===== src/rtl/yuv_pkg.sv =====
// Shared constants and helpers for the YCbCr <-> RGB conversion blocks.
package yuv_pkg;

  // YCbCr -> RGB coefficients, scaled by 256
  localparam int K_RV = 359;
  localparam int K_GU = 88;
  localparam int K_GV = 183;
  localparam int K_BU = 454;

  // RGB -> YCbCr coefficients used by the read-path converter, scaled by 256
  localparam int K_YR = 77;
  localparam int K_YG = 150;
  localparam int K_YB = 29;
  localparam int K_UR = 43;
  localparam int K_UG = 85;
  localparam int K_UB = 128;
  localparam int K_VR = 128;
  localparam int K_VG = 107;
  localparam int K_VB = 21;

  // Chroma pairing state for 4:2:2 streams
  typedef enum logic {PAIR_EVEN, PAIR_ODD} pair_state_t;

  // Chroma zero point for a given component width
  function automatic int yuv_off(input int bpc);
    return 1 << (bpc - 1);
  endfunction

  // Saturate a signed value into the unsigned component range
  function automatic int yuv_clamp(input int val, input int bpc);
    int top;
    top = (1 << bpc) - 1;
    if (val < 0)
      return 0;
    else if (val > top)
      return top;
    else
      return val;
  endfunction

endpackage


===== src/rtl/yuv422_pair.sv =====
// Re-pairs alternating Cb/Cr of a 4:2:2 stream into full pixels.
// Pixel 0 of a pair is issued the cycle after its Cr arrives, pixel 1 the
// cycle after that; a line that ends on an unpaired Y0 is flushed with
// neutral Cr when the next SOL shows up.
module yuv422_pair
  import yuv_pkg::*;
#(
  parameter int C_BPC = 8
) (
  input  logic             clk,
  input  logic             rstn,
  input  logic             pix_valid,
  input  logic             pix_sol,
  input  logic [C_BPC-1:0] pix_y,
  input  logic [C_BPC-1:0] pix_c,
  output logic             pair_valid,
  output logic             pair_sol,
  output logic [C_BPC-1:0] pair_y,
  output logic [C_BPC-1:0] pair_u,
  output logic [C_BPC-1:0] pair_v
);

  localparam logic [C_BPC-1:0] OFF = C_BPC'(yuv_off(C_BPC));

  pair_state_t      state;
  logic [C_BPC-1:0] y0, cb;
  logic             sol0;
  logic             pend;
  logic [C_BPC-1:0] y1, cb1, cr1;

  // Pairing FSM with registered issue outputs and the pending second pixel
  always_ff @(posedge clk) begin
    if (!rstn) begin
      state      <= PAIR_EVEN;
      y0         <= '0;
      cb         <= '0;
      sol0       <= 1'b0;
      pend       <= 1'b0;
      y1         <= '0;
      cb1        <= '0;
      cr1        <= '0;
      pair_valid <= 1'b0;
      pair_sol   <= 1'b0;
      pair_y     <= '0;
      pair_u     <= '0;
      pair_v     <= '0;
    end else begin
      pair_valid <= 1'b0;
      pair_sol   <= 1'b0;
      // pend implies state is EVEN, so this never competes with a pixel-0 issue
      if (pend) begin
        pair_valid <= 1'b1;
        pair_y     <= y1;
        pair_u     <= cb1;
        pair_v     <= cr1;
        pend       <= 1'b0;
      end
      if (pix_valid) begin
        case (state)
          PAIR_EVEN: begin
            y0    <= pix_y;
            cb    <= pix_c;
            sol0  <= pix_sol;
            state <= PAIR_ODD;
          end
          PAIR_ODD: begin
            pair_valid <= 1'b1;
            pair_sol   <= sol0;
            pair_y     <= y0;
            pair_u     <= cb;
            if (pix_sol) begin
              // odd-length line: flush held Y0 with neutral Cr, start new line
              pair_v <= OFF;
              y0     <= pix_y;
              cb     <= pix_c;
              sol0   <= 1'b1;
            end else begin
              pair_v <= pix_c;
              pend   <= 1'b1;
              y1     <= pix_y;
              cb1    <= cb;
              cr1    <= pix_c;
              state  <= PAIR_EVEN;
            end
          end
          default: state <= PAIR_EVEN;
        endcase
      end
    end
  end

endmodule


===== src/rtl/yuv2rgb.sv =====
// Full-range YCbCr to RGB converter with fixed latency and valid/SOL sideband.
// Optional 4:2:2 chroma pairing in front of a two-stage math pipe, followed
// by plain delay registers to reach the configured latency.
module yuv2rgb
  import yuv_pkg::*;
#(
  parameter int C_BPC = 8,
  parameter int C_DLY = 2,
  parameter int C_422 = 0
) (
  input  logic             CLK_I,
  input  logic             RSTN_I,
  input  logic             VALID_I,
  input  logic             SOL_I,
  input  logic [C_BPC-1:0] Y_I,
  input  logic [C_BPC-1:0] U_I,
  input  logic [C_BPC-1:0] V_I,
  output logic             VALID_O,
  output logic             SOL_O,
  output logic [C_BPC-1:0] R_O,
  output logic [C_BPC-1:0] G_O,
  output logic [C_BPC-1:0] B_O
);

  // Intermediate width; needs C_BPC >= 5 for the Y*256 packing below
  localparam int W = 2 * C_BPC + 3;
  localparam logic [C_BPC:0]        OFF_W = (C_BPC + 1)'(yuv_off(C_BPC));
  localparam logic signed [W-1:0]   C_RV  = W'(K_RV);
  localparam logic signed [W-1:0]   C_GU  = W'(K_GU);
  localparam logic signed [W-1:0]   C_GV  = W'(K_GV);
  localparam logic signed [W-1:0]   C_BU  = W'(K_BU);
  localparam logic signed [W-1:0]   RND   = W'(128);

  // Pixel stream entering the math pipe
  logic             m_valid, m_sol;
  logic [C_BPC-1:0] m_y, m_u, m_v;

  if (C_422 != 0) begin : g_pair
    logic unused_v;
    assign unused_v = ^V_I;
    yuv422_pair #(.C_BPC(C_BPC)) u_pair (
      .clk        (CLK_I),
      .rstn       (RSTN_I),
      .pix_valid  (VALID_I),
      .pix_sol    (SOL_I),
      .pix_y      (Y_I),
      .pix_c      (U_I),
      .pair_valid (m_valid),
      .pair_sol   (m_sol),
      .pair_y     (m_y),
      .pair_u     (m_u),
      .pair_v     (m_v)
    );
  end else begin : g_bypass
    assign m_valid = VALID_I;
    assign m_sol   = SOL_I & VALID_I;
    assign m_y     = Y_I;
    assign m_u     = U_I;
    assign m_v     = V_I;
  end

  // Centre chroma and extend everything to the intermediate width
  logic signed [C_BPC:0] u_s, v_s;
  logic signed [W-1:0]   u_w, v_w, y_w;
  assign u_s = $signed({1'b0, m_u} - OFF_W);
  assign v_s = $signed({1'b0, m_v} - OFF_W);
  assign u_w = {{(W - C_BPC - 1){u_s[C_BPC]}}, u_s};
  assign v_w = {{(W - C_BPC - 1){v_s[C_BPC]}}, v_s};
  assign y_w = {{(W - C_BPC - 8){1'b0}}, m_y, 8'd0};

  logic                s1_valid, s1_sol;
  logic signed [W-1:0] s1_y, s1_rv, s1_gu, s1_gv, s1_bu;

  // Stage 1: register the scaled luma and the four chroma products
  always_ff @(posedge CLK_I) begin
    if (!RSTN_I) begin
      s1_valid <= 1'b0;
      s1_sol   <= 1'b0;
      s1_y     <= '0;
      s1_rv    <= '0;
      s1_gu    <= '0;
      s1_gv    <= '0;
      s1_bu    <= '0;
    end else begin
      s1_valid <= m_valid;
      s1_sol   <= m_sol;
      s1_y     <= y_w;
      s1_rv    <= C_RV * v_w;
      s1_gu    <= C_GU * u_w;
      s1_gv    <= C_GV * v_w;
      s1_bu    <= C_BU * u_w;
    end
  end

  // Sum with rounding, arithmetic shift back to component scale, saturate
  logic signed [W-1:0] sum_r, sum_g, sum_b;
  logic [C_BPC-1:0]    r_c, g_c, b_c;
  assign sum_r = s1_y + s1_rv + RND;
  assign sum_g = s1_y - s1_gu - s1_gv + RND;
  assign sum_b = s1_y + s1_bu + RND;
  assign r_c   = C_BPC'(yuv_clamp(int'(sum_r >>> 8), C_BPC));
  assign g_c   = C_BPC'(yuv_clamp(int'(sum_g >>> 8), C_BPC));
  assign b_c   = C_BPC'(yuv_clamp(int'(sum_b >>> 8), C_BPC));

  // Index 0 is the stage-2 register; higher indices are pure delay
  logic             d_valid [0:C_DLY-2];
  logic             d_sol   [0:C_DLY-2];
  logic [C_BPC-1:0] d_r     [0:C_DLY-2];
  logic [C_BPC-1:0] d_g     [0:C_DLY-2];
  logic [C_BPC-1:0] d_b     [0:C_DLY-2];

  // Stage 2 result register followed by the delay chain
  always_ff @(posedge CLK_I) begin
    if (!RSTN_I) begin
      for (int i = 0; i < C_DLY - 1; i++) begin
        d_valid[i] <= 1'b0;
        d_sol[i]   <= 1'b0;
        d_r[i]     <= '0;
        d_g[i]     <= '0;
        d_b[i]     <= '0;
      end
    end else begin
      d_valid[0] <= s1_valid;
      d_sol[0]   <= s1_sol;
      d_r[0]     <= r_c;
      d_g[0]     <= g_c;
      d_b[0]     <= b_c;
      for (int i = 1; i < C_DLY - 1; i++) begin
        d_valid[i] <= d_valid[i-1];
        d_sol[i]   <= d_sol[i-1];
        d_r[i]     <= d_r[i-1];
        d_g[i]     <= d_g[i-1];
        d_b[i]     <= d_b[i-1];
      end
    end
  end

  assign VALID_O = d_valid[C_DLY-2];
  assign SOL_O   = d_sol[C_DLY-2];
  assign R_O     = d_r[C_DLY-2];
  assign G_O     = d_g[C_DLY-2];
  assign B_O     = d_b[C_DLY-2];

endmodule


===== config.mk =====
export PLATFORM = sky130hd
export DESIGN_NAME = yuv2rgb
export DESIGN_NICKNAME = d
export VERILOG_FILES = /design/src/rtl/yuv_pkg.sv /design/src/rtl/yuv422_pair.sv /design/src/rtl/yuv2rgb.sv
export SDC_FILE = /design/constraint.sdc
export NUM_CORES = 1
export LEC_CHECK = 0
export BUFFER_PORTS_ARGS = -buffer_cell sky130_fd_sc_hd__buf_2
export CELL_PAD_IN_SITES_DETAIL_PLACEMENT = 0
export CELL_PAD_IN_SITES_GLOBAL_PLACEMENT = 1
export CORE_MARGIN = 3
export CORE_UTILIZATION = 40
export DETAILED_ROUTE_END_ITERATION = 7
export PLACE_DENSITY_LB_ADDON = 0.1
export REMOVE_ABC_BUFFERS = 1
export SKIP_LAST_GASP = 1
export SLEW_MARGIN = 20
export SYNTH_ARGS = -nofsm -noshare
export SYNTH_HDL_FRONTEND = slang
export SYNTH_SLANG_ARGS = --single-unit

===== constraint.sdc =====
create_clock -name CLK_I -period 5.5 [get_ports CLK_I]
set_clock_uncertainty 0.1 [all_clocks]
set_input_delay 0.275 -clock CLK_I [delete_from_list [all_inputs] [get_ports CLK_I]]
set_output_delay 0.275 -clock CLK_I [all_outputs]
set_load 0.005 [all_outputs]

==> results of run 1 <==
## registers in the layout (all words and copies together) (netlist names)
register and cells:
d_b 8, s1_y 8, s1_bu 12, s1_gv 14, s1_gu 14, d_g 8
s1_valid 1, s1_rv 16, d_r 8, d_valid 1, s1_sol 1, d_sol 1
## report_power, final
part | total, W | switching (W) | internal [W]
Clock | 0.000605 | 0.000277 | 0.000328
Combinational | 0.00261 | 0.00142 | 0.00119
Sequential | 0.000934 | 0.0000756 | 0.000858
Total | 0.00415 | 0.00178 | 0.00238
## cells in the final DEF, fill, tap and decap left out, types with 11 or more instances in the layout
master / instances
sky130_fd_sc_hd__inv_1: 181
sky130_fd_sc_hd__dfxtp_1: 92
sky130_fd_sc_hd__xor2_1: 23
sky130_fd_sc_hd__xnor2_1: 32
sky130_fd_sc_hd__nand3_1: 14
sky130_fd_sc_hd__fa_1: 68
sky130_fd_sc_hd__nor2_1: 43
sky130_fd_sc_hd__a21oi_1: 56
sky130_fd_sc_hd__nor3_1: 22
sky130_fd_sc_hd__o21ai_1: 14
sky130_fd_sc_hd__ha_1: 195
sky130_fd_sc_hd__a21o_1: 11
sky130_fd_sc_hd__o21a_1: 16
sky130_fd_sc_hd__o21bai_1: 14
sky130_fd_sc_hd__nand2_1: 30
sky130_fd_sc_hd__and2_1: 22
sky130_fd_sc_hd__buf_2: 53
sky130_fd_sc_hd__o21ai_0: 12
## cells by family (layout without fill, tap and decap cells)
family                     Yosys count  count (layout)  synth area share
and+or+nand+nor                    193             193             0.113
adders and majority gates          263             263             0.418
AOI/OAI and AO/OA                  166             166             0.121
DFF                                 92              92             0.203
xor gates and xnor gates            55              55            0.0530
buffers and inverters              196             256            0.0818
muxes                                9               9            0.0102
## area by class of cell
cell class / instances / area share
Sequential cell: 92 / 0.185
Multi-Input combinational cell: 686 / 0.652
Clock buffer: 10 / 0.0240
Clock inverter: 6 / 0.00565
Tap cell: 280 / 0.0351
Inverter: 183 / 0.0689
Timing Repair Buffer: 57 / 0.0296
## metrics by stage
step,instances,setup WS (ns),cell area (um^2),util,power [W]
floorplan,961,0.979,9030,-,0.00297
global placement,1298,0.478,9680,0.438,0.00360
detailed placement,1298,0.426,9680,0.438,0.00358
CTS,1314,0.777,9970,0.451,0.00422
global route,1314,0.517,9970,0.451,0.00465
finish,1314,0.791,9970,0.451,0.00415
## worst max-delay path: stages
cell                       delay (ns)
sky130_fd_sc_hd__buf_2           0.19
sky130_fd_sc_hd__inv_1           0.07
sky130_fd_sc_hd__ha_1            0.34
sky130_fd_sc_hd__fa_1            0.55
sky130_fd_sc_hd__inv_1           0.04
sky130_fd_sc_hd__ha_1            0.26
sky130_fd_sc_hd__inv_1           0.05
sky130_fd_sc_hd__fa_1            0.53
sky130_fd_sc_hd__inv_1           0.04
sky130_fd_sc_hd__ha_1            0.32
sky130_fd_sc_hd__fa_1            0.46
sky130_fd_sc_hd__a21o_1          0.18
sky130_fd_sc_hd__a21oi_1         0.24
sky130_fd_sc_hd__o21bai_1        0.10
sky130_fd_sc_hd__a21oi_1         0.23
sky130_fd_sc_hd__o21bai_1        0.11
sky130_fd_sc_hd__a211oi_1        0.41
sky130_fd_sc_hd__nor3_1          0.10
sky130_fd_sc_hd__or3b_1          0.35
## worst paths after layout
kind / endpoint / slack (ns)
max: s1_gv[17]$_SDFF_PN0_ / 0.79
min: s1_y[14]$_SDFF_PN0_ / 0.04
max reg2reg: d_g[0][3]$_SDFF_PP0_ / 1.85
min reg2reg: d_sol[0]$_DFF_P_ / 0.34
## synth_stat cells (all sizes together), types with 2 or more instances
| library cell | n |
|---|---|
| ha | 195 |
| inv | 183 |
| dfxtp | 92 |
| fa | 68 |
| a21oi | 56 |
| nor2 | 43 |
| xnor2 | 32 |
| nand2 | 30 |
| o21ai | 26 |
| xor2 | 23 |
| and2 | 22 |
| nor3 | 22 |
| o21a | 16 |
| nand3 | 14 |
| o21bai | 14 |
| or2 | 12 |
| a21o | 11 |
| clkbuf | 8 |
| nor3b | 8 |
| mux2i | 7 |
| nand2b | 7 |
| nor2b | 7 |
| a21boi | 6 |
| and3 | 6 |
| or3 | 6 |
| buf | 5 |
| a211oi | 4 |
| a31oi | 4 |
| nand3b | 4 |
| o211ai | 4 |
| o311ai | 3 |
| or3b | 3 |
| a2111oi | 2 |
| a221o | 2 |
| a2bb2oi | 2 |
| a311oi | 2 |
| mux2 | 2 |
| o21ba | 2 |
| o311a | 2 |
| o31a | 2 |
| o31ai | 2 |
| or4b | 2 |
## layer usage
metal,vias to the layer above,part of all wire,global-route usage
met5,-,0,0
met4,0,0.0067,0.0250
met3,11,0.032,0.0274
met2,82,0.42,0.252
met1,2868,0.54,0.248
li1,3352,-,-
==> flow_summary.html, run 1 <==
<table>
<tr><th>Metric</th><th>Value</th></tr>
<tr><th colspan="2">Status</th></tr>
<tr><td>Outcome</td><td>finished, final reports clean</td></tr>
<tr><th colspan="2">Clock tree</th></tr>
<tr><td>TritonCTS buffer count</td><td>9</td></tr>
<tr><td>Maximum root-to-sink buffer count</td><td>2</td></tr>
<tr><td>Post-CTS setup buffer count</td><td>0</td></tr>
<tr><td>Clock transition at the register clock pins on the worst setup and hold paths after CTS</td><td>0.07 ns</td></tr>
<tr><td>Cts repair resizes</td><td>0</td></tr>
<tr><td>Clock sink count</td><td>92</td></tr>
<tr><td>H-tree level count</td><td>3</td></tr>
<tr><td>Source-to-sink clock delay at the later pin of the worst-skew pair</td><td>0.35 ns</td></tr>
<tr><td>CTS tree</td><td>done</td></tr>
<tr><td>Total of hold buffers inserted after clock tree synthesis</td><td>0</td></tr>
<tr><td>Root buf cell</td><td>sky130_fd_sc_hd__clkbuf_16</td></tr>
<tr><th colspan="2">Hold path</th></tr>
<tr><td>Cell depth of the worst hold path</td><td>2</td></tr>
<tr><td>Hold path startpoint</td><td>Y_I[6]</td></tr>
<tr><td>Hold/Removal Path Class</td><td>input pin to flop</td></tr>
<tr><th colspan="2">Pwr</th></tr>
<tr><td>Pwr Density</td><td>416 nW/um^2</td></tr>
<tr><td>Lkg Pwr</td><td>5.08 nW</td></tr>
<tr><td>IR Drop Worst-Case VDD</td><td>0.000270 V</td></tr>
<tr><th colspan="2">Floorplan</th></tr>
<tr><td>Initial standard-cell utilization of the core</td><td>0.411</td></tr>
<tr><td>Width of the die</td><td>157 um</td></tr>
<tr><td>Ports placed on the boundary</td><td>54</td></tr>
<tr><td>Y dimension of the die</td><td>157 um</td></tr>
<tr><td>Count of standard-cell rows</td><td>54</td></tr>
<tr><td>DIE AREA</td><td>24600 um^2</td></tr>
<tr><td>Core outline area</td><td>22100 um^2</td></tr>
<tr><th colspan="2">Yosys</th></tr>
<tr><td>Async S/R FF share, synth</td><td>0</td></tr>
<tr><td>Netlist cell types</td><td>63</td></tr>
<tr><td>Register area share after synthesis</td><td>0.203</td></tr>
<tr><td>Top-area cell type share of the netlist area</td><td>0.268</td></tr>
<tr><td>Post-synthesis average cell area</td><td>9.33 um^2</td></tr>
<tr><td>Largest area contributor in the netlist</td><td>sky130_fd_sc_hd__ha_1</td></tr>
<tr><td>Seq cells post-synth</td><td>92</td></tr>
<tr><td>Cell types occupying the most area after synthesis</td><td>sky130_fd_sc_hd__ha_1 27%, sky130_fd_sc_hd__dfxtp_1 20%, sky130_fd_sc_hd__fa_1 15%</td></tr>
<tr><td>Yosys synthesis warning count</td><td>0</td></tr>
<tr><td>Post-synth design cell area</td><td>9090 um^2</td></tr>
<tr><td>Cell count after synthesis</td><td>974</td></tr>
<tr><td>Dominant register cell in the synthesized netlist</td><td>sky130_fd_sc_hd__dfxtp_1</td></tr>
<tr><td>Number of enable-type register cells in the synthesized netlist</td><td>0</td></tr>
<tr><th colspan="2">Global routing</th></tr>
<tr><td>Vias in the first global route</td><td>6269</td></tr>
<tr><td>Global route overflow</td><td>0</td></tr>
<tr><td>Pin count of the biggest net entering global routing</td><td>45</td></tr>
<tr><td>Gr usage total</td><td>0.165</td></tr>
<tr><td>Number of antenna violations at the first check in global routing</td><td>0</td></tr>
<tr><td>Global-route wire length before repair</td><td>32.0 mm</td></tr>
<tr><th colspan="2">Placement</th></tr>
<tr><td>Placer congestion estimate</td><td>0.882</td></tr>
<tr><td>Buffers added on ports</td><td>53</td></tr>
<tr><td>HPWL Detailed</td><td>16.1 mm</td></tr>
<tr><th colspan="2">Layout</th></tr>
<tr><td>Final layout net count</td><td>1320</td></tr>
<tr><td>P&amp;R area growth vs syn</td><td>9.73%</td></tr>
<tr><td>Layout cell share with drive strength beyond 1</td><td>0.0880</td></tr>
<tr><td>Area of all sequential standard cells</td><td>1840 um^2</td></tr>
<tr><td>Multi-input logic area</td><td>6500 um^2</td></tr>
<tr><td>Filler instances</td><td>2193</td></tr>
<tr><td>Diode insertion count for antenna repair</td><td>0</td></tr>
<tr><th colspan="2">STA</th></tr>
<tr><td>Headroom to the max-slew limit</td><td>0.445</td></tr>
<tr><td>Crit path time final</td><td>4.71 ns</td></tr>
<tr><td>Post-route setup TNS</td><td>0 ns</td></tr>
<tr><td>Final period util</td><td>0.856</td></tr>
<tr><td>Final Hold Violating Endpoints</td><td>0</td></tr>
<tr><td>Worst hold slack</td><td>0.0357 ns</td></tr>
<tr><td>Number of max-slew violations in the final report</td><td>0</td></tr>
<tr><td>Unrepaired setup endpoints after global routing</td><td>no</td></tr>
<tr><td>Fmax achieved</td><td>212 MHz</td></tr>
<tr><td>Slew at the pin closest to its max-slew limit</td><td>0.831 ns</td></tr>
<tr><td>Setup-violating endpoint count in the final report</td><td>0</td></tr>
<tr><th colspan="2">Route</th></tr>
<tr><td>Via-to-Cell Ratio</td><td>4.80</td></tr>
<tr><td>Initial DRT Pass Iterations</td><td>4</td></tr>
<tr><td>Count of antenna-violating nets left after detailed routing</td><td>0</td></tr>
<tr><td>Starting DRC count in detailed routing</td><td>243</td></tr>
<tr><td>Wirelength per Cell</td><td>14.5 um</td></tr>
<tr><td>Residual DRC</td><td>0</td></tr>
<tr><td>DR vias</td><td>6313</td></tr>
<tr><td>Final routed wirelength across all metal layers</td><td>19.1 mm</td></tr>
<tr><th colspan="2">Worst setup path</th></tr>
<tr><td>Crit path capture type</td><td>flop</td></tr>
<tr><td>Start point of the critical path</td><td>V_I[1]</td></tr>
<tr><td>Classification of the worst setup path</td><td>input pin to flop</td></tr>
<tr><td>Worst path required time</td><td>5.63 ns</td></tr>
<tr><td>Critical R2R Launch</td><td>s1_y[8]$_SDFF_PN0_</td></tr>
<tr><td>Arrival time worst endpoint</td><td>4.84 ns</td></tr>
<tr><td>Type of origin of the critical path</td><td>input pin</td></tr>
<tr><td>Maximum fanout along the worst path</td><td>7</td></tr>
<tr><td>Number of cell instances on the worst register-to-register path</td><td>8</td></tr>
<tr><th colspan="2">Run</th></tr>
<tr><td>Max-Cap Viols</td><td>0</td></tr>
</table>
Note: power is estimated with default switching activity, not from simulation.
==> run 2, diff against run 1 <==
==> constraint.sdc (replaced) <==
create_clock -name CLK_I -period 5.5 [get_ports CLK_I]
set_clock_uncertainty 0.1 [all_clocks]
set_input_delay 0.825 -clock CLK_I [delete_from_list [all_inputs] [get_ports CLK_I]]
set_output_delay 0.825 -clock CLK_I [all_outputs]
set_load 0.005 [all_outputs]
==> run 2 against run 1 <==
Net effect:
- design area rose by 0.97%
- first-iteration DRC count fell by 3.7%
- largest cell class unchanged
- highest routed layer unchanged
- sequential power barely moved
- worst hold slack improved by 0.30 ns
- global-route usage barely moved
- largest power group unchanged
- register-to-register slack improved by 0.05 ns
- die area did not move
- clock-buffer cell count did not move
- maximum frequency fell by 5.7%
- flip-flop and latch count did not move
- via count rose by 1.1%
- power rose by 0.88%
==> flow_summary.html, run 2 (same netlist as run 1, synthesis figures left out) <==
<table>
<tr><th>Metric</th><th>Value</th></tr>
<tr><th colspan="2">Global routing</th></tr>
<tr><td>Global route overflow</td><td>0 (unchanged)</td></tr>
<tr><td>Number of antenna violations at the first check in global routing</td><td>0 (unchanged)</td></tr>
<tr><td>Global-route wire length before repair</td><td>32.3 mm (+0.95%)</td></tr>
<tr><td>Gr usage total</td><td>0.165 (+0.000243)</td></tr>
<tr><td>Pin count of the biggest net entering global routing</td><td>45 (unchanged)</td></tr>
<tr><td>Vias in the first global route</td><td>6409 (+2.2%)</td></tr>
<tr><th colspan="2">Worst setup path</th></tr>
<tr><td>Worst path required time</td><td>5.63 ns (about the same)</td></tr>
<tr><td>Arrival time worst endpoint</td><td>5.12 ns (+0.28 ns)</td></tr>
<tr><td>Crit path capture type</td><td>flop</td></tr>
<tr><td>Classification of the worst setup path</td><td>input pin to flop</td></tr>
<tr><td>Maximum fanout along the worst path</td><td>5 (-2)</td></tr>
<tr><td>Type of origin of the critical path</td><td>input pin</td></tr>
<tr><th colspan="2">Route</th></tr>
<tr><td>Via-to-Cell Ratio</td><td>4.81 (about the same)</td></tr>
<tr><td>Starting DRC count in detailed routing</td><td>234 (-3.7%)</td></tr>
<tr><td>Count of antenna-violating nets left after detailed routing</td><td>0 (unchanged)</td></tr>
<tr><td>Final routed wirelength across all metal layers</td><td>19.1 mm (+0.32%)</td></tr>
<tr><td>Residual DRC</td><td>0 (unchanged)</td></tr>
<tr><td>DR vias</td><td>6381 (+1.1%)</td></tr>
<tr><td>Wirelength per Cell</td><td>14.4 um (-0.66%)</td></tr>
<tr><td>Initial DRT Pass Iterations</td><td>4 (unchanged)</td></tr>
<tr><th colspan="2">Placement</th></tr>
<tr><td>Area of placed instances</td><td>9780 um^2 (+1.0%)</td></tr>
<tr><td>Placer congestion estimate</td><td>0.849 (-3.7%)</td></tr>
<tr><td>Buffers added on ports</td><td>53 (unchanged)</td></tr>
<tr><td>HPWL Detailed</td><td>16.2 mm (+0.52%)</td></tr>
<tr><th colspan="2">Clock tree</th></tr>
<tr><td>Cts repair resizes</td><td>0 (unchanged)</td></tr>
<tr><td>Source-to-sink clock delay at the later pin of the worst-skew pair</td><td>0.35 ns (about the same)</td></tr>
<tr><td>Clock transition at the register clock pins on the worst setup and hold paths after CTS</td><td>0.07 ns (about the same)</td></tr>
<tr><td>Total of hold buffers inserted after clock tree synthesis</td><td>0 (unchanged)</td></tr>
<tr><td>Clock sink count</td><td>92 (unchanged)</td></tr>
<tr><td>TritonCTS buffer count</td><td>9 (unchanged)</td></tr>
<tr><td>Maximum root-to-sink buffer count</td><td>2 (unchanged)</td></tr>
<tr><td>Root buf cell</td><td>sky130_fd_sc_hd__clkbuf_16</td></tr>
<tr><td>Post-CTS setup buffer count</td><td>0 (unchanged)</td></tr>
<tr><td>H-tree level count</td><td>3 (unchanged)</td></tr>
<tr><td>CTS tree</td><td>done</td></tr>
<tr><th colspan="2">STA</th></tr>
<tr><td>Unrepaired setup endpoints after global routing</td><td>no</td></tr>
<tr><td>Setup-violating endpoint count in the final report</td><td>0 (unchanged)</td></tr>
<tr><td>Number of max-slew violations in the final report</td><td>0 (unchanged)</td></tr>
<tr><td>Fmax achieved</td><td>200 MHz (-5.7%)</td></tr>
<tr><td>Slew at the pin closest to its max-slew limit</td><td>0.818 ns (-0.0122 ns)</td></tr>
<tr><td>Crit path time final</td><td>4.99 ns (+0.283 ns)</td></tr>
<tr><td>Final period util</td><td>0.908 (+0.0515)</td></tr>
<tr><td>Post-route setup TNS</td><td>0 ns (unchanged)</td></tr>
<tr><td>Headroom to the max-slew limit</td><td>0.454 (+0.00817)</td></tr>
<tr><td>Final Hold Violating Endpoints</td><td>0 (unchanged)</td></tr>
<tr><th colspan="2">Layout</th></tr>
<tr><td>Largest registers in the final layout</td><td>s1_rv x16, s1_gu x14, s1_gv x14</td></tr>
<tr><td>Final layout net count</td><td>1333 (+0.98%)</td></tr>
<tr><td>Flip-flop count of the largest register, all copies and words added</td><td>16 (unchanged)</td></tr>
<tr><td>Diode insertion count for antenna repair</td><td>0 (unchanged)</td></tr>
<tr><td>Commonest non-fill, non-tap cells in the layout</td><td>195 x sky130_fd_sc_hd__ha_1, 181 x sky130_fd_sc_hd__inv_1, 92 x sky130_fd_sc_hd__dfxtp_1, 68 x sky130_fd_sc_hd__fa_1, 56 x sky130_fd_sc_hd__a21oi_1</td></tr>
<tr><td>Final design instance area without fill</td><td>10100 um^2 (+0.97%)</td></tr>
<tr><td>Layout cell share with drive strength beyond 1</td><td>0.0993 (+0.0113)</td></tr>
<tr><td>P&amp;R area growth vs syn</td><td>10.8%</td></tr>
<tr><td>Most frequent standard cell in the layout excluding fill and tap cells</td><td>sky130_fd_sc_hd__ha_1</td></tr>
<tr><td>Largest register by flop count</td><td>s1_rv</td></tr>
<tr><th colspan="2">Pwr</th></tr>
<tr><td>Total power consumption of the routed design</td><td>0.00419 W (+0.88%)</td></tr>
<tr><td>Lkg Pwr</td><td>5.14 nW (+1.2%)</td></tr>
<tr><td>Pwr Density</td><td>416 nW/um^2 (about the same)</td></tr>
<tr><td>IR Drop Worst-Case VDD</td><td>0.000335 V (+24%)</td></tr>
<tr><th colspan="2">Floorplan</th></tr>
<tr><td>Y dimension of the die</td><td>157 um (unchanged)</td></tr>
<tr><td>DIE AREA</td><td>24600 um^2 (unchanged)</td></tr>
<tr><td>Ports placed on the boundary</td><td>54 (unchanged)</td></tr>
<tr><td>Width of the die</td><td>157 um (unchanged)</td></tr>
<tr><td>Initial standard-cell utilization of the core</td><td>0.411 (unchanged)</td></tr>
<tr><td>Core outline area</td><td>22100 um^2 (unchanged)</td></tr>
<tr><td>Count of standard-cell rows</td><td>54 (unchanged)</td></tr>
<tr><th colspan="2">Hold path</th></tr>
<tr><td>Hold/Removal Path Class</td><td>flop to flop</td></tr>
<tr><th colspan="2">Status</th></tr>
<tr><td>Outcome</td><td>finished, final reports clean</td></tr>
<tr><th colspan="2">Run</th></tr>
<tr><td>Max-Cap Viols</td><td>0 (unchanged)</td></tr>
</table>
## run 2: per-stage QoR
stage	hold WS [ns]	cells	setup WS (ns)	util
floorplan	0.312	961	0.429	-
global placement	0.314	1311	0.157	0.442
detailed placement	0.324	1311	0.144	0.442
CTS	0.341	1327	0.501	0.456
global route	0.345	1327	0.211	0.456
finish	0.337	1327	0.508	0.456
## run 2: worst max-delay path: stages
cell and delay, ns:
sky130_fd_sc_hd__buf_2 0.15, sky130_fd_sc_hd__ha_1 0.31, sky130_fd_sc_hd__inv_1 0.08, sky130_fd_sc_hd__fa_1 0.51, sky130_fd_sc_hd__inv_1 0.04, sky130_fd_sc_hd__ha_1 0.29
sky130_fd_sc_hd__fa_1 0.48, sky130_fd_sc_hd__ha_1 0.30, sky130_fd_sc_hd__ha_1 0.22, sky130_fd_sc_hd__fa_1 0.40, sky130_fd_sc_hd__a21o_1 0.18, sky130_fd_sc_hd__a21oi_1 0.19
sky130_fd_sc_hd__o21bai_1 0.09, sky130_fd_sc_hd__a21oi_1 0.20, sky130_fd_sc_hd__o21bai_1 0.11, sky130_fd_sc_hd__a211oi_1 0.32, sky130_fd_sc_hd__nor3_1 0.09, sky130_fd_sc_hd__or3b_1 0.35
## run 2: area by class of cell
cell class	count	area (um^2)
inverters	183	687
multi-input cells	686	6500
repair buffers	70	393
flip-flops and latches	92	1840
clock inverters	6	55.1
clock buffers	10	239
fillers	2202	12000
well taps	280	350
## run 2: worst paths after layout
path                           start                    to  slack, ns  cells past startpoint
setup / recovery              V_I[0]  s1_gv[17]$_SDFF_PN0_       0.51                     18
hold / removal     s1_sol$_SDFF_PN0_      d_sol[0]$_DFF_P_       0.34                      1
setup reg to reg  s1_y[8]$_SDFF_PN0_  d_g[0][2]$_SDFF_PP0_       1.90                      8
hold reg to reg    s1_sol$_SDFF_PN0_      d_sol[0]$_DFF_P_       0.34                      1
## run 2: routing by layer
layer / wire length, um / track usage
met2: 8010 / 0.251
met1: 10300 / 0.248
met3: 648 / 0.0268
met5: 0 / 0
met4: 181 / 0.0279
## run 2: report_power, final
group / leakage [nW] / internal [W] / switching (W)
sequential: 0.766 / 0.000858 / 0.0000743
combinational: 4.24 / 0.00122 / 0.00143
clock: 0.139 / 0.000328 / 0.000282
==> run 3, diff against run 2 <==
- CTS_BUF_LIST: not set -> sky130_fd_sc_hd__clkbuf_4
- GPL_ROUTABILITY_DRIVEN: not set -> 1
==> run 3 against run 2 <==
Net effect:
- worst hold slack better by 0.019 ns
- register-to-register slack got worse by 0.05 ns
- power is 6.1% lower
- maximum frequency increased by 2.7%
- wire length about the same
==> flow_summary.html, run 3 (same netlist as run 1, synthesis figures left out) <==
<table>
<tr><th>Metric</th><th>Value</th></tr>
<tr><th colspan="2">Layout</th></tr>
<tr><td>Filler instances</td><td>2218 (+0.73%)</td></tr>
<tr><td>Multi-input logic area</td><td>6500 um^2 (unchanged)</td></tr>
<tr><td>Most frequent standard cell in the layout excluding fill and tap cells</td><td>sky130_fd_sc_hd__ha_1</td></tr>
<tr><td>Non-Filler Instances</td><td>1327 (unchanged)</td></tr>
<tr><td>Flip-flop count of the largest register, all copies and words added</td><td>16 (unchanged)</td></tr>
<tr><td>Diode insertion count for antenna repair</td><td>0 (unchanged)</td></tr>
<tr><td>Commonest non-fill, non-tap cells in the layout</td><td>195 x sky130_fd_sc_hd__ha_1, 181 x sky130_fd_sc_hd__inv_1, 92 x sky130_fd_sc_hd__dfxtp_1, 68 x sky130_fd_sc_hd__fa_1, 56 x sky130_fd_sc_hd__a21oi_1</td></tr>
<tr><td>Final layout net count</td><td>1333 (unchanged)</td></tr>
<tr><td>Largest registers in the final layout</td><td>s1_rv x16, s1_gu x14, s1_gv x14</td></tr>
<tr><td>Layout cell share with drive strength beyond 1</td><td>0.0984 (-0.000955)</td></tr>
<tr><td>P&amp;R area growth vs syn</td><td>8.95%</td></tr>
<tr><td>Area of all sequential standard cells</td><td>1840 um^2 (unchanged)</td></tr>
<tr><td>Largest register by flop count</td><td>s1_rv</td></tr>
<tr><th colspan="2">Route</th></tr>
<tr><td>Via-to-Cell Ratio</td><td>4.80 (about the same)</td></tr>
<tr><td>Initial DRT Pass Iterations</td><td>4 (unchanged)</td></tr>
<tr><td>Count of antenna-violating nets left after detailed routing</td><td>0 (unchanged)</td></tr>
<tr><td>Final routed wirelength across all metal layers</td><td>19.1 mm (about the same)</td></tr>
<tr><td>Wirelength per Cell</td><td>14.4 um (about the same)</td></tr>
<tr><td>DR vias</td><td>6375 (-0.094%)</td></tr>
<tr><td>Residual DRC</td><td>0 (unchanged)</td></tr>
<tr><td>Starting DRC count in detailed routing</td><td>217 (-7.3%)</td></tr>
<tr><th colspan="2">STA</th></tr>
<tr><td>Fmax achieved</td><td>206 MHz (+2.7%)</td></tr>
<tr><td>Final Hold Violating Endpoints</td><td>0 (unchanged)</td></tr>
<tr><td>Number of max-slew violations in the final report</td><td>0 (unchanged)</td></tr>
<tr><td>Final period util</td><td>0.883 (-0.0243)</td></tr>
<tr><td>Headroom to the max-slew limit</td><td>0.454 (about the same)</td></tr>
<tr><td>Slew at the pin closest to its max-slew limit</td><td>0.818 ns (-0.000115 ns)</td></tr>
<tr><td>Setup-violating endpoint count in the final report</td><td>0 (unchanged)</td></tr>
<tr><td>Crit path time final</td><td>4.86 ns (-0.133 ns)</td></tr>
<tr><td>Worst hold slack</td><td>0.356 ns (+0.0191 ns)</td></tr>
<tr><td>Worst setup slack after layout</td><td>0.642 ns (+0.133 ns)</td></tr>
<tr><td>Unrepaired setup endpoints after global routing</td><td>no</td></tr>
<tr><td>Post-route setup TNS</td><td>0 ns (unchanged)</td></tr>
<tr><th colspan="2">Worst setup path</th></tr>
<tr><td>Classification of the worst setup path</td><td>input pin to flop</td></tr>
<tr><td>Type of origin of the critical path</td><td>input pin</td></tr>
<tr><td>Critical path cell sequence</td><td>buf_2 -&gt; ha_1 -&gt; inv_1 -&gt; fa_1 -&gt; inv_1 -&gt; ha_1 -&gt; fa_1 -&gt; ha_1 -&gt; ha_1 -&gt; fa_1 -&gt; a21o_1 -&gt; a21oi_1 -&gt; o21bai_1 -&gt; a21oi_1 -&gt; o21bai_1 -&gt; a211oi_1 -&gt; nor3_1 -&gt; or3b_1</td></tr>
<tr><td>Most frequent CP cell</td><td>sky130_fd_sc_hd__ha_1</td></tr>
<tr><td>Crit path capture type</td><td>flop</td></tr>
<tr><td>Worst path required time</td><td>5.76 ns (+0.13 ns)</td></tr>
<tr><td>Arrival time worst endpoint</td><td>5.12 ns (about the same)</td></tr>
<tr><td>Slowest stage delay, CP</td><td>0.51 ns (about the same)</td></tr>
<tr><td>Max stage delay cell, worst path</td><td>sky130_fd_sc_hd__fa_1</td></tr>
<tr><td>Worst reg-to-reg setup slack</td><td>1.85 ns (-0.05 ns)</td></tr>
<tr><td>Maximum fanout along the worst path</td><td>5 (unchanged)</td></tr>
<tr><th colspan="2">Clock tree</th></tr>
<tr><td>Post-CTS setup buffer count</td><td>0 (unchanged)</td></tr>
<tr><td>Root buf cell</td><td>sky130_fd_sc_hd__clkbuf_4</td></tr>
<tr><td>TritonCTS buffer count</td><td>9 (unchanged)</td></tr>
<tr><td>Clock transition at the register clock pins on the worst setup and hold paths after CTS</td><td>0.16 ns (+0.09 ns)</td></tr>
<tr><td>CTS tree</td><td>done</td></tr>
<tr><td>Source-to-sink clock delay at the later pin of the worst-skew pair</td><td>0.48 ns (+0.13 ns)</td></tr>
<tr><td>H-tree level count</td><td>3 (unchanged)</td></tr>
<tr><td>Maximum root-to-sink buffer count</td><td>2 (unchanged)</td></tr>
<tr><td>Cts repair resizes</td><td>0 (unchanged)</td></tr>
<tr><td>Total of hold buffers inserted after clock tree synthesis</td><td>0 (unchanged)</td></tr>
<tr><td>Clock sink count</td><td>92 (unchanged)</td></tr>
<tr><th colspan="2">Floorplan</th></tr>
<tr><td>Y dimension of the die</td><td>157 um (unchanged)</td></tr>
<tr><td>Width of the die</td><td>157 um (unchanged)</td></tr>
<tr><td>Count of standard-cell rows</td><td>54 (unchanged)</td></tr>
<tr><td>Initial standard-cell utilization of the core</td><td>0.411 (unchanged)</td></tr>
<tr><td>DIE AREA</td><td>24600 um^2 (unchanged)</td></tr>
<tr><td>Ports placed on the boundary</td><td>54 (unchanged)</td></tr>
<tr><td>Core outline area</td><td>22100 um^2 (unchanged)</td></tr>
<tr><th colspan="2">Pwr</th></tr>
<tr><td>Pwr Density</td><td>397 nW/um^2 (-4.5%)</td></tr>
<tr><td>Total power consumption of the routed design</td><td>0.00393 W (-6.1%)</td></tr>
<tr><td>IR Drop Worst-Case VDD</td><td>0.000261 V (-22%)</td></tr>
<tr><td>Lkg Pwr</td><td>5.07 nW (-1.5%)</td></tr>
<tr><th colspan="2">Status</th></tr>
<tr><td>Outcome</td><td>finished, final reports clean</td></tr>
<tr><th colspan="2">Global routing</th></tr>
<tr><td>Vias in the first global route</td><td>6410 (+0.016%)</td></tr>
<tr><td>Global route overflow</td><td>0 (unchanged)</td></tr>
<tr><td>Global-route wire length before repair</td><td>32.3 mm (about the same)</td></tr>
<tr><td>Pin count of the biggest net entering global routing</td><td>45 (unchanged)</td></tr>
<tr><td>Number of antenna violations at the first check in global routing</td><td>0 (unchanged)</td></tr>
<tr><td>Gr usage total</td><td>0.166 (+0.000763)</td></tr>
<tr><th colspan="2">Placement</th></tr>
<tr><td>Buffers added on ports</td><td>53 (unchanged)</td></tr>
<tr><td>Post-placement cell count</td><td>1311 (unchanged)</td></tr>
<tr><td>Worst slack, placed</td><td>0.144 ns (unchanged)</td></tr>
<tr><td>Placer congestion estimate</td><td>0.849 (unchanged)</td></tr>
<tr><td>HPWL Detailed</td><td>16.2 mm (unchanged)</td></tr>
<tr><th colspan="2">Hold path</th></tr>
<tr><td>Hold/Removal Path Class</td><td>flop to flop</td></tr>
<tr><th colspan="2">Run</th></tr>
<tr><td>Max-Cap Viols</td><td>0 (unchanged)</td></tr>
</table>
run 3: changes by cell type in the layout (fill, tap and decap cells not counted):
| cell | change |
|---|---|
| sky130_fd_sc_hd__clkbuf_8 | -1 |
| sky130_fd_sc_hd__clkinv_1 | +1 |
| sky130_fd_sc_hd__clkbuf_4 | +9 |
| sky130_fd_sc_hd__clkbuf_16 | -9 |
run 3: metal layers:
layer	wire length, um	track usage	up-vias
met2	8030	0.253	72
met5	0	0	-
met1	10300	0.247	2929
met3	635	0.0285	11
li1	-	-	3363
met4	205	0.0317	0
run 3: stage by stage:
stage / instance area (um^2) / utilization
after floorplan: 9030 / -
after global placement: 9780 / 0.442
after detailed placement: 9780 / 0.442
after CTS: 9900 / 0.448
after global routing: 9900 / 0.448
final: 9900 / 0.448
run 3: worst paths after layout:
path | start | end | cells past startpoint
min | s1_sol$_SDFF_PN0_ | d_sol[0]$_DFF_P_ | 1
max | V_I[0] | s1_gv[17]$_SDFF_PN0_ | 18
min reg2reg | s1_sol$_SDFF_PN0_ | d_sol[0]$_DFF_P_ | 1
max reg2reg | s1_y[8]$_SDFF_PN0_ | d_g[0][2]$_SDFF_PP0_ | 8
run 3: power by group:
part	total (W)	internal, W	leakage, nW	switching (W)
clock network	0.000355	0.0000998	0.0640	0.000255
logic	0.00265	0.00122	4.24	0.00143
registers	0.000931	0.000857	0.766	0.0000745
run 3: area by class of cell:
cell class / count / share of cell area
Tap cell: 280 / 0.0354
Multi-Input combinational cell: 686 / 0.657
Clock inverter: 7 / 0.00594
Sequential cell: 92 / 0.186
Timing Repair Buffer: 70 / 0.0397
Inverter: 183 / 0.0694
Clock buffer: 9 / 0.00682
run 3: critical path: cells and delay by family:
family | cells | cell delay [ns]
buf+inv | 3 | 0.27
compound gates | 6 | 1.09
fa+ha+maj | 7 | 2.51
simple gates | 2 | 0.44
